===== src/rtl/bus_pkg.sv =====
// Shared types and constants for the core bus and its arbiter.
package bus_pkg;

  typedef enum logic [1:0] {
    ARB_IDLE    = 2'b00,
    ARB_GRANT_I = 2'b01,
    ARB_GRANT_D = 2'b10
  } arb_state_e;

  localparam logic [3:0] BUS_WSTRB_READ = 4'b0000;

endpackage


===== src/rtl/bus_if.sv =====
// Simple valid/ready core bus: one transfer completes in the cycle valid && ready.
interface bus_if;
  logic        valid;
  logic        ready;
  logic [31:0] addr;
  logic [3:0]  wstrb;
  logic [31:0] write_data;
  logic [31:0] read_data;
  logic        instr;

  modport master (
    output valid, addr, wstrb, write_data, instr,
    input  ready, read_data
  );

  modport slave (
    input  valid, addr, wstrb, write_data, instr,
    output ready, read_data
  );
endinterface


===== src/rtl/bus_arbiter.sv =====
// Two-master (instruction fetch, load/store) to one-slave arbiter with registered grants,
// optional fixed data priority, and a saturating contention counter.
module bus_arbiter
  import bus_pkg::*;
#(
  parameter int unsigned DATA_PRIORITY = 0
) (
  input  logic        clk_i,
  input  logic        rst_ni,
  bus_if.slave        instr_bus,
  bus_if.slave        data_bus,
  bus_if.master       mem_bus,
  output logic [1:0]  grant_o,
  output logic [15:0] contention_cnt_o
);

  localparam bit DataPrio = (DATA_PRIORITY != 0);

  arb_state_e  state_q;
  logic        last_d_q;
  logic [15:0] cnt_q;
  logic        contend;
  logic        done;

  always_comb begin
    contend = (instr_bus.valid && (state_q != ARB_GRANT_I)) ||
              (data_bus.valid && (state_q != ARB_GRANT_D));
    done    = mem_bus.valid && mem_bus.ready;
  end

  always_ff @(posedge clk_i or negedge rst_ni) begin
    if (!rst_ni) begin
      state_q  <= ARB_IDLE;
      last_d_q <= 1'b0;
      cnt_q    <= '0;
    end else begin
      if (contend && (cnt_q != 16'hFFFF)) begin
        cnt_q <= cnt_q + 16'd1;
      end
      case (state_q)
        ARB_IDLE: begin
          if (instr_bus.valid && data_bus.valid) begin
            // Tie: fixed priority, else the master that was not served last.
            state_q <= (DataPrio || !last_d_q) ? ARB_GRANT_D : ARB_GRANT_I;
          end else if (instr_bus.valid) begin
            state_q <= ARB_GRANT_I;
          end else if (data_bus.valid) begin
            state_q <= ARB_GRANT_D;
          end
        end
        ARB_GRANT_I: begin
          if (!instr_bus.valid) begin
            state_q <= ARB_IDLE;
          end else if (done) begin
            last_d_q <= 1'b0;
            state_q  <= data_bus.valid ? ARB_GRANT_D : ARB_IDLE;
          end
        end
        ARB_GRANT_D: begin
          if (!data_bus.valid) begin
            state_q <= ARB_IDLE;
          end else if (done) begin
            last_d_q <= 1'b1;
            // Under data priority, always re-arbitrate from idle after a data transfer.
            state_q  <= (instr_bus.valid && !DataPrio) ? ARB_GRANT_I : ARB_IDLE;
          end
        end
        default: state_q <= ARB_IDLE;
      endcase
    end
  end

  always_comb begin
    mem_bus.valid       = 1'b0;
    mem_bus.addr        = '0;
    mem_bus.wstrb       = BUS_WSTRB_READ;
    mem_bus.write_data  = '0;
    mem_bus.instr       = 1'b0;
    instr_bus.ready     = 1'b0;
    instr_bus.read_data = '0;
    data_bus.ready      = 1'b0;
    data_bus.read_data  = '0;
    case (state_q)
      ARB_GRANT_I: begin
        mem_bus.valid       = instr_bus.valid;
        mem_bus.addr        = instr_bus.addr;
        mem_bus.wstrb       = instr_bus.wstrb;
        mem_bus.write_data  = instr_bus.write_data;
        mem_bus.instr       = instr_bus.instr;
        instr_bus.ready     = mem_bus.ready;
        instr_bus.read_data = mem_bus.read_data;
      end
      ARB_GRANT_D: begin
        mem_bus.valid       = data_bus.valid;
        mem_bus.addr        = data_bus.addr;
        mem_bus.wstrb       = data_bus.wstrb;
        mem_bus.write_data  = data_bus.write_data;
        mem_bus.instr       = data_bus.instr;
        data_bus.ready      = mem_bus.ready;
        data_bus.read_data  = mem_bus.read_data;
      end
      default: ;
    endcase
  end

  assign grant_o          = state_q;
  assign contention_cnt_o = cnt_q;

endmodule


===== src/flat_wrapper.sv =====
// flat-port wrapper written by rule: the top's interface ports become plain ports
module bus_arbiter_flat import bus_pkg::*;
#(
  parameter int unsigned DATA_PRIORITY = 0
)
  (clk_i, rst_ni, grant_o, contention_cnt_o, instr_bus_valid, instr_bus_addr, instr_bus_wstrb, instr_bus_write_data, instr_bus_instr, instr_bus_ready, instr_bus_read_data, data_bus_valid, data_bus_addr, data_bus_wstrb, data_bus_write_data, data_bus_instr, data_bus_ready, data_bus_read_data, mem_bus_valid, mem_bus_addr, mem_bus_wstrb, mem_bus_write_data, mem_bus_instr, mem_bus_ready, mem_bus_read_data);
  bus_if instr_bus_i ();
  bus_if data_bus_i ();
  bus_if mem_bus_i ();
  input  logic clk_i;
  input  logic rst_ni;
  output logic [1:0] grant_o;
  output logic [15:0] contention_cnt_o;
  input wire logic [$bits(instr_bus_i.valid)-1:0] instr_bus_valid;
  input wire logic [$bits(instr_bus_i.addr)-1:0] instr_bus_addr;
  input wire logic [$bits(instr_bus_i.wstrb)-1:0] instr_bus_wstrb;
  input wire logic [$bits(instr_bus_i.write_data)-1:0] instr_bus_write_data;
  input wire logic [$bits(instr_bus_i.instr)-1:0] instr_bus_instr;
  output wire logic [$bits(instr_bus_i.ready)-1:0] instr_bus_ready;
  output wire logic [$bits(instr_bus_i.read_data)-1:0] instr_bus_read_data;
  input wire logic [$bits(data_bus_i.valid)-1:0] data_bus_valid;
  input wire logic [$bits(data_bus_i.addr)-1:0] data_bus_addr;
  input wire logic [$bits(data_bus_i.wstrb)-1:0] data_bus_wstrb;
  input wire logic [$bits(data_bus_i.write_data)-1:0] data_bus_write_data;
  input wire logic [$bits(data_bus_i.instr)-1:0] data_bus_instr;
  output wire logic [$bits(data_bus_i.ready)-1:0] data_bus_ready;
  output wire logic [$bits(data_bus_i.read_data)-1:0] data_bus_read_data;
  output wire logic [$bits(mem_bus_i.valid)-1:0] mem_bus_valid;
  output wire logic [$bits(mem_bus_i.addr)-1:0] mem_bus_addr;
  output wire logic [$bits(mem_bus_i.wstrb)-1:0] mem_bus_wstrb;
  output wire logic [$bits(mem_bus_i.write_data)-1:0] mem_bus_write_data;
  output wire logic [$bits(mem_bus_i.instr)-1:0] mem_bus_instr;
  input wire logic [$bits(mem_bus_i.ready)-1:0] mem_bus_ready;
  input wire logic [$bits(mem_bus_i.read_data)-1:0] mem_bus_read_data;
  assign instr_bus_i.valid = instr_bus_valid;
  assign instr_bus_i.addr = instr_bus_addr;
  assign instr_bus_i.wstrb = instr_bus_wstrb;
  assign instr_bus_i.write_data = instr_bus_write_data;
  assign instr_bus_i.instr = instr_bus_instr;
  assign instr_bus_ready = instr_bus_i.ready;
  assign instr_bus_read_data = instr_bus_i.read_data;
  assign data_bus_i.valid = data_bus_valid;
  assign data_bus_i.addr = data_bus_addr;
  assign data_bus_i.wstrb = data_bus_wstrb;
  assign data_bus_i.write_data = data_bus_write_data;
  assign data_bus_i.instr = data_bus_instr;
  assign data_bus_ready = data_bus_i.ready;
  assign data_bus_read_data = data_bus_i.read_data;
  assign mem_bus_valid = mem_bus_i.valid;
  assign mem_bus_addr = mem_bus_i.addr;
  assign mem_bus_wstrb = mem_bus_i.wstrb;
  assign mem_bus_write_data = mem_bus_i.write_data;
  assign mem_bus_instr = mem_bus_i.instr;
  assign mem_bus_i.ready = mem_bus_ready;
  assign mem_bus_i.read_data = mem_bus_read_data;
  bus_arbiter #(.DATA_PRIORITY(DATA_PRIORITY)) u_core (.clk_i(clk_i), .rst_ni(rst_ni), .instr_bus(instr_bus_i), .data_bus(data_bus_i), .mem_bus(mem_bus_i), .grant_o(grant_o), .contention_cnt_o(contention_cnt_o));
endmodule

===== config.mk =====
export PLATFORM = sky130hd
export DESIGN_NAME = bus_arbiter_flat
export DESIGN_NICKNAME = d
export VERILOG_FILES = /design/src/rtl/bus_pkg.sv /design/src/rtl/bus_if.sv /design/src/rtl/bus_arbiter.sv /design/src/flat_wrapper.sv
export SDC_FILE = /design/constraint.sdc
export NUM_CORES = 1
export LEC_CHECK = 0
export ABC_AREA = 1
export CAP_MARGIN = 20
export CORE_AREA = 4 4 125 127
export DETAILED_ROUTE_END_ITERATION = 10
export DIE_AREA = 0 0 129 131
export RECOVER_POWER = 50
export SYNTH_ARGS = -nofsm -noshare
export SYNTH_HDL_FRONTEND = slang
export SYNTH_SLANG_ARGS = --single-unit
export TNS_END_PERCENT = 20

===== constraint.sdc =====
create_clock -name clk_i -period 1.9 [get_ports clk_i]
set_input_delay 0.19 -clock clk_i [delete_from_list [all_inputs] [get_ports clk_i]]
set_output_delay 0.19 -clock clk_i [all_outputs]
set_load 0.03 [all_outputs]

==> results of run 1 <==
worst max-delay path, delay by kind of cell (launching register included):
| kind | cells | cell delay (ps) |
|---|---|---|
| adder cells (fa/ha/maj) | 1 | 250 |
| flip-flops | 1 | 380 |
| buffers and inverters | 4 | 520 |
| AND/OR/NAND/NOR | 1 | 110 |
| AO/OA/AOI/OAI | 1 | 130 |
layout by cell type (no fill, tap or decap), types with 3 or more instances in the layout:
master,instances
nand3_1,10
inv_2,3
clkbuf_16,8
buf_12,18
a21oi_1,36
a21oi_2,27
buf_6,9
nand2_1,297
a21oi_4,7
nor2_1,18
dfrtp_1,19
o21ai_0,9
nand4_1,5
clkdlybuf4s50_1,191
buf_4,130
inv_1,83
xnor2_1,5
ha_4,3
kinds of logic (layout without fill, tap and decap cells):
logic type,count (synthesis),count (layout),share of synthesized area (%)
xor+xnor,6,6,1.88
other cells,0,2,0
compound gates,81,81,14.7
buf+inv,121,450,17.1
flops,19,19,17.0
fa+ha+maj,5,5,2.24
simple gates,336,336,47.0
sequential cells by signal, indices dropped and copies added (netlist names):
name / flops
u_core.last_d_q: 1
u_core.contention_cnt_o: 16
u_core.grant_o: 2
final timing paths:
| check | end | slack, ps | cells past startpoint |
|---|---|---|---|
| hold reg to reg | u_core.last_d_q | 480 | 2 |
| max in group asynchronous | u_core.contention_cnt_o[10] | 580 | 2 |
| hold / removal | u_core.last_d_q | 480 | 2 |
| min in group asynchronous | u_core.contention_cnt_o[6] | 660 | 2 |
| setup reg to reg | u_core.grant_o[1] | 240 | 9 |
| setup / recovery | mem_bus_addr[25] | 40 | 7 |
report_power, final:
group          switching, W  internal (W)  total (W)
sequential         0.000112      0.000486   0.000597
combinational       0.00427       0.00294    0.00720
clock              0.000167      0.000283   0.000450
total               0.00455       0.00370    0.00825
per-layer routing:
metal  GRT usage [%]  routed length, µm
met1            20.1               6410
met2            33.0               9510
met3            6.54               1460
met4            3.34                222
met5               0                  7
Yosys cell counts:
cell type	count	share of area, %
nand2_4	1	0.40
buf_1	2	0.27
nor3_1	1	0.18
buf_6	1	0.40
inv_2	2	0.27
nand2_2	2	0.45
inv_4	1	0.22
nand4_1	5	1.1
o21a_1	1	0.27
inv_1	85	11
nor2_4	2	0.81
a21oi_1	70	13
o21ai_2	1	0.31
buf_2	9	1.6
nand3_1	10	1.8
buf_4	1	0.27
nor2_1	18	2.4
ha_1	5	2.2
nand2_1	297	40
dfrtp_1	19	17
o21ai_0	9	1.6
xor2_1	1	0.31
xnor2_1	5	1.6
clkbuf_1	20	2.7
what timing repair did:
item / CTS / global route
pin swaps: 2 / 7
endpoints found under the setup margin: 25 / 64
buffers inserted: 0 / 8
cloned: 0 / 5
gates resized for setup: 2 / 26
metrics by stage:
step | std cells | utilization [%] | power, W
floorplan | 568 | - | 0.00426
global placement | 1064 | 43.9 | 0.00715
detailed placement | 1064 | 43.9 | 0.00714
CTS | 1068 | 44.5 | 0.00764
global route | 1082 | 46.7 | 0.00878
finish | 1083 | 46.7 | 0.00825
layout make-up:
class / count / area (µm²)
inverters: 88 / 335
flip-flops and latches: 19 / 475
multi-input cells: 428 / 2060
repair buffers: 358 / 3550
well taps: 184 / 230
diodes: 2 / 5.00
clock inverters: 1 / 5.00
fillers: 1503 / 7690
clock buffers: 3 / 75.1
==> metrics.md, run 1 <==
| Metric | Value |
|---|---|
| Final Slew Violations | 0 |
| Core area | 0.0144 mm² |
| First-pass GRT wire length | 23600 µm |
| Final setup viols | 0 |
| Vias per cell | 4.16 |
| Global-route usage over all layers | 18.0% |
| H-tree depth | 1 |
| Die H | 131 µm |
| Final wirelength | 17600 µm |
| CP max stage cell | dfrtp_1 |
| Outcome | completed |
| Library cells used by synthesis | 24 |
| Worst hold path startpoint | u_core.last_d_q |
| Worst Max-Slew Pin Slew | 1100 ps |
| Final std cell area, no fill | 0.00673 mm² |
| Max-cap violations | 0 |
| GPL Wtd Cong | 0.817 |
| CP Max Fanout | 18 |
| Final worst-path cycle share | 97.9% |
| Ports | 329 |
| Post-Synthesis Cell Area | 0.00280 mm² |
| Seq/Total Area, Yosys | 17.0% |
| Synth-to-Final Area Change | 141% |
| DR WL/cell | 16.3 µm |
| WHS | 475 ps |
| CP arrival | 1670 ps |
| Startpoint types | register |
| # DRC | 0 |
| Crit-path cells | inv_2, ha_4, buf_6, buf_12, nand2_1, a21oi_2, buf_4 |
| Deepest clock path buffer count | 2 |
| Area after DPL | 0.00633 mm² |
| Die outline width | 129 µm |
| NumNets Final | 1078 |
| Root Driver | clkbuf_16 |
| Highest clock rate | 538 MHz |
| Clk slew on worst S/H paths | 60 ps |
| CP endpoint kind | primary output |
| Min Tclk post-route | 1860 ps |
| Clock insertion delay at the later pin of the skew report | 260 ps |
| Vias in the first global route | 4086 |
| CP max stage delay | 380 ps |
| Unrepaired setup endpoints after global routing | yes |
| Starting DRT DRC Count | 180 |
| Router iterations before antenna repair | 4 |
| Fraction of layout cells with a size suffix above 1 | 24.2% |
| PwrDens | 1230 mW/mm² |
| Initial antenna violation count | 2 |
| Largest net degree at the start of global routing | 59 |
| Pre-CTS WS | 249 ps |
| Crit Path Class | reg -> out |
| YS warnings | 0 |
| Peak VDD IR | 0.000590 V |
| Setup TNS Final | 0 ps |
| Initial Utilization | 19.4% |
| Cells after Synth | 568 |
| Clock skew | 5.98 ps |
| Post-synth net total | 748 |
| Worst path required time | 1710 ps |
| TritonCTS clock tree | yes |
| Via Count | 4509 |
| Num CTS Buffers | 3 |
| Post-DP HPWL | 14100 µm |
| GRT overflow | 0 |
| Synthesis-stage register bit count | 19 |
| Leakage | 3.34 nW |
| Worst Setup SP | u_core.grant_o[1] |
| Setup ws final | 39.9 ps |
| ANT nets after route | 0 |
| Critical register-to-register path startpoint | u_core.grant_o[1] |
| Row cnt | 44 |
| HP Class | reg -> reg |
| Avg Cell Area, Syn | 4.92 µm² |
| Final hold violation count | 0 |
| Clock sinks | 19 |
| Port-buffer cells | 328 |
| Total die area | 0.0169 mm² |
| CTS Hold Buffers Added | 0 |
| Max-slew headroom | 26.5% |
No activity file was read; power rests on OpenSTA's default activity.
==> run 2, diff against run 1 <==
Settings changed: MAX_ROUTING_LAYER set to met4, SETUP_SLACK_MARGIN set to 0.3.
==> metrics.md, run 2 (synthesis gave the netlist of run 1 again) <==
| Metric | Value |
|---|---|
| Port-buffer cells | 328 (unchanged) |
| Hold path cells | 2 (unchanged) |
| Vias in the first global route | 4503 (+10%) |
| Max reg flops | 16 (unchanged) |
| Num CTS Buffers | 3 (unchanged) |
| Min Tclk post-route | 1910 ps (+46.5 ps) |
| DP Cell Count | 1065 (+0.094%) |
| ANT nets after route | 0 (unchanged) |
| Row cnt | 44 (unchanged) |
| Largest net degree at the start of global routing | 26 (-56%) |
| Initial Utilization | 19.4% (unchanged) |
| PnR Total Power | 0.0111 W (+35%) |
| Via Count | 4846 (+7.5%) |
| Router iterations before antenna repair | 6 (+2) |
| Root Driver | clkbuf_16 |
| PwrDens | 1320 mW/mm² (+7.8%) |
| Startpoint types | register |
| Global-route usage over all layers | 20.8% (+2.8 points) |
| Final setup viols | 3 (+3) |
| Total die area | 0.0169 mm² (unchanged) |
| Die outline width | 129 µm (unchanged) |
| Clock insertion delay at the later pin of the skew report | 260 ps (about the same) |
| CP arrival | 1720 ps (+50 ps) |
| Ports | 329 (unchanged) |
| Die H | 131 µm (unchanged) |
| Max-slew headroom | 21.2% (-5.3 points) |
| Deepest clock path buffer count | 2 (unchanged) |
| Initial antenna violation count | 1 (-1) |
| Most common cell after layout, fill and taps aside | nand2_1 |
| Vias per cell | 4.39 (+5.4%) |
| Hold path endpoint | u_core.last_d_q |
| H-tree depth | 1 (unchanged) |
| HP Class | reg -> reg |
| Most frequent cells in the layout | nand2_1, clkdlybuf4s50_1, buf_6 |
| CP Max Fanout | 7 (-11) |
| GRT overflow | 0 (unchanged) |
| WHS | 476 ps (+0.242 ps) |
| Worst path required time | 1710 ps (about the same) |
| GPL Wtd Cong | 0.858 (+5.1%) |
| Crit Path Class | reg -> out |
| Peak VDD IR | 0.00107 V (+81%) |
| # DRC | 0 (unchanged) |
| Failing checks | setup timing |
| Leakage | 3.80 nW (+14%) |
| Final Slew Violations | 0 (unchanged) |
| Worst Max-Slew Pin Slew | 1180 ps (+79.3 ps) |
| Core area | 0.0144 mm² (unchanged) |
| Critical register-to-register path startpoint | u_core.grant_o[0] |
| TritonCTS clock tree | yes |
| NumNets Final | 1100 (+2.0%) |
| Starting DRT DRC Count | 196 (+8.9%) |
| Setup TNS Final | -10.6 ps (-10.6 ps) |
| First-pass GRT wire length | 26700 µm (+13%) |
| DR WL/cell | 17.9 µm (+10%) |
| Final wirelength | 19800 µm (+12%) |
| Final hold violation count | 0 (unchanged) |
| Pre-CTS WS | 151 ps (-97.8 ps) |
| Setup ws final | -6.61 ps (-46.5 ps) |
| Finished Layout Cells | 1104 (+1.9%) |
| Clock sinks | 19 (unchanged) |
| Max-cap violations | 0 (unchanged) |
| Clock skew | 7.36 ps (+1.39 ps) |
| Unrepaired setup endpoints after global routing | yes |
| Clk slew on worst S/H paths | 60 ps (about the same) |
| Post-DP HPWL | 14400 µm (+2.4%) |
| Register-to-register setup slack | 120 ps (-120 ps) |
| Fraction of layout cells with a size suffix above 1 | 42.7% (+18 points) |
| R2R depth | 9 (unchanged) |
| Highest clock rate | 524 MHz (-2.4%) |
| Synth-to-Final Area Change | 202% |
| Outcome | complete, but fails checks |
| CP endpoint kind | primary output |
| Reg2Reg Capture Point | u_core.contention_cnt_o[7] |
| Final worst-path cycle share | 100% (+2.4 points) |
| Worst hold path startpoint | u_core.last_d_q |
[run 2: cell types whose count changed in the layout (fill, tap and decap cells not counted), moves of 32 or more]
cell | before | now
nand2_1 | 297 | 219
nand2_2 | 2 | 50
a21oi_4 | 7 | 70
inv_1 | 83 | 51
buf_6 | 9 | 117
buf_4 | 130 | 21
a21oi_1 | 36 | 0
[run 2: cell type report]
type                    instances  area (µm²)
flip-flops and latches         19         480
repair inverters                1        16.3
repair buffers                377        4200
fillers                      1295        5990
clock inverters                 1        7.51
inverters                      88         358
clock buffers                   3        75.1
diodes                          1        2.50
multi-input cells             430        3060
well taps                     184         230
[run 2: what timing repair did]
action,4_1_cts,5_1_grt
endpoints found under the setup margin,167,172
buffers inserted,15,4
resized for setup,106,232
hold buffers,0,0
endpoints found under the hold margin,0,0
pin swaps,3,29
gates cloned,8,7
[run 2: worst max path at each step]
stage,startpoint,to,slack [ps],depth (start not counted)
6_report,u_core.grant_o[0],mem_bus_write_data[8],-7,8
5_1_grt,u_core.grant_o[0],mem_bus_write_data[20],-50,7
4_1_cts,u_core.grant_o[0],mem_bus_write_data[20],3,7
3_5_place_dp,u_core.grant_o[0],u_core.last_d_q,150,10
3_3_place_gp,u_core.grant_o[0],u_core.last_d_q,160,10
2_1_floorplan,u_core.grant_o[1],mem_bus_addr[25],280,7
[run 2: through the flow]
step	cell area (µm²)	util [%]
after floorplan	3700	-
after global placement	7020	48.7
after detailed placement	7020	48.7
after CTS	7790	54.0
after global routing	8430	58.5
final	8430	58.5
[run 2: worst max-delay path, stage by stage, from the launching register on]
cell and delay, ps:
dfrtp_2 440, buf_12 140, ha_4 160, buf_12 140
buf_12 130, buf_16 140, nand2_1 100, a21oi_4 60
buf_6 130
[run 2: layer usage]
metal	global-route usage, %	vias up	part of all wire (%)
met4	3.21	0	1.3
met2	37.7	164	54
met5	-	-	0
li1	-	2420	-
met3	2.48	17	5.2
met1	25.3	2245	39
[run 2: where the power goes]
part / internal [W] / switching (W)
Combinational: 0.00436 / 0.00569
Sequential: 0.000493 / 0.000120
Clock: 0.000286 / 0.000183
Total: 0.00514 / 0.00600
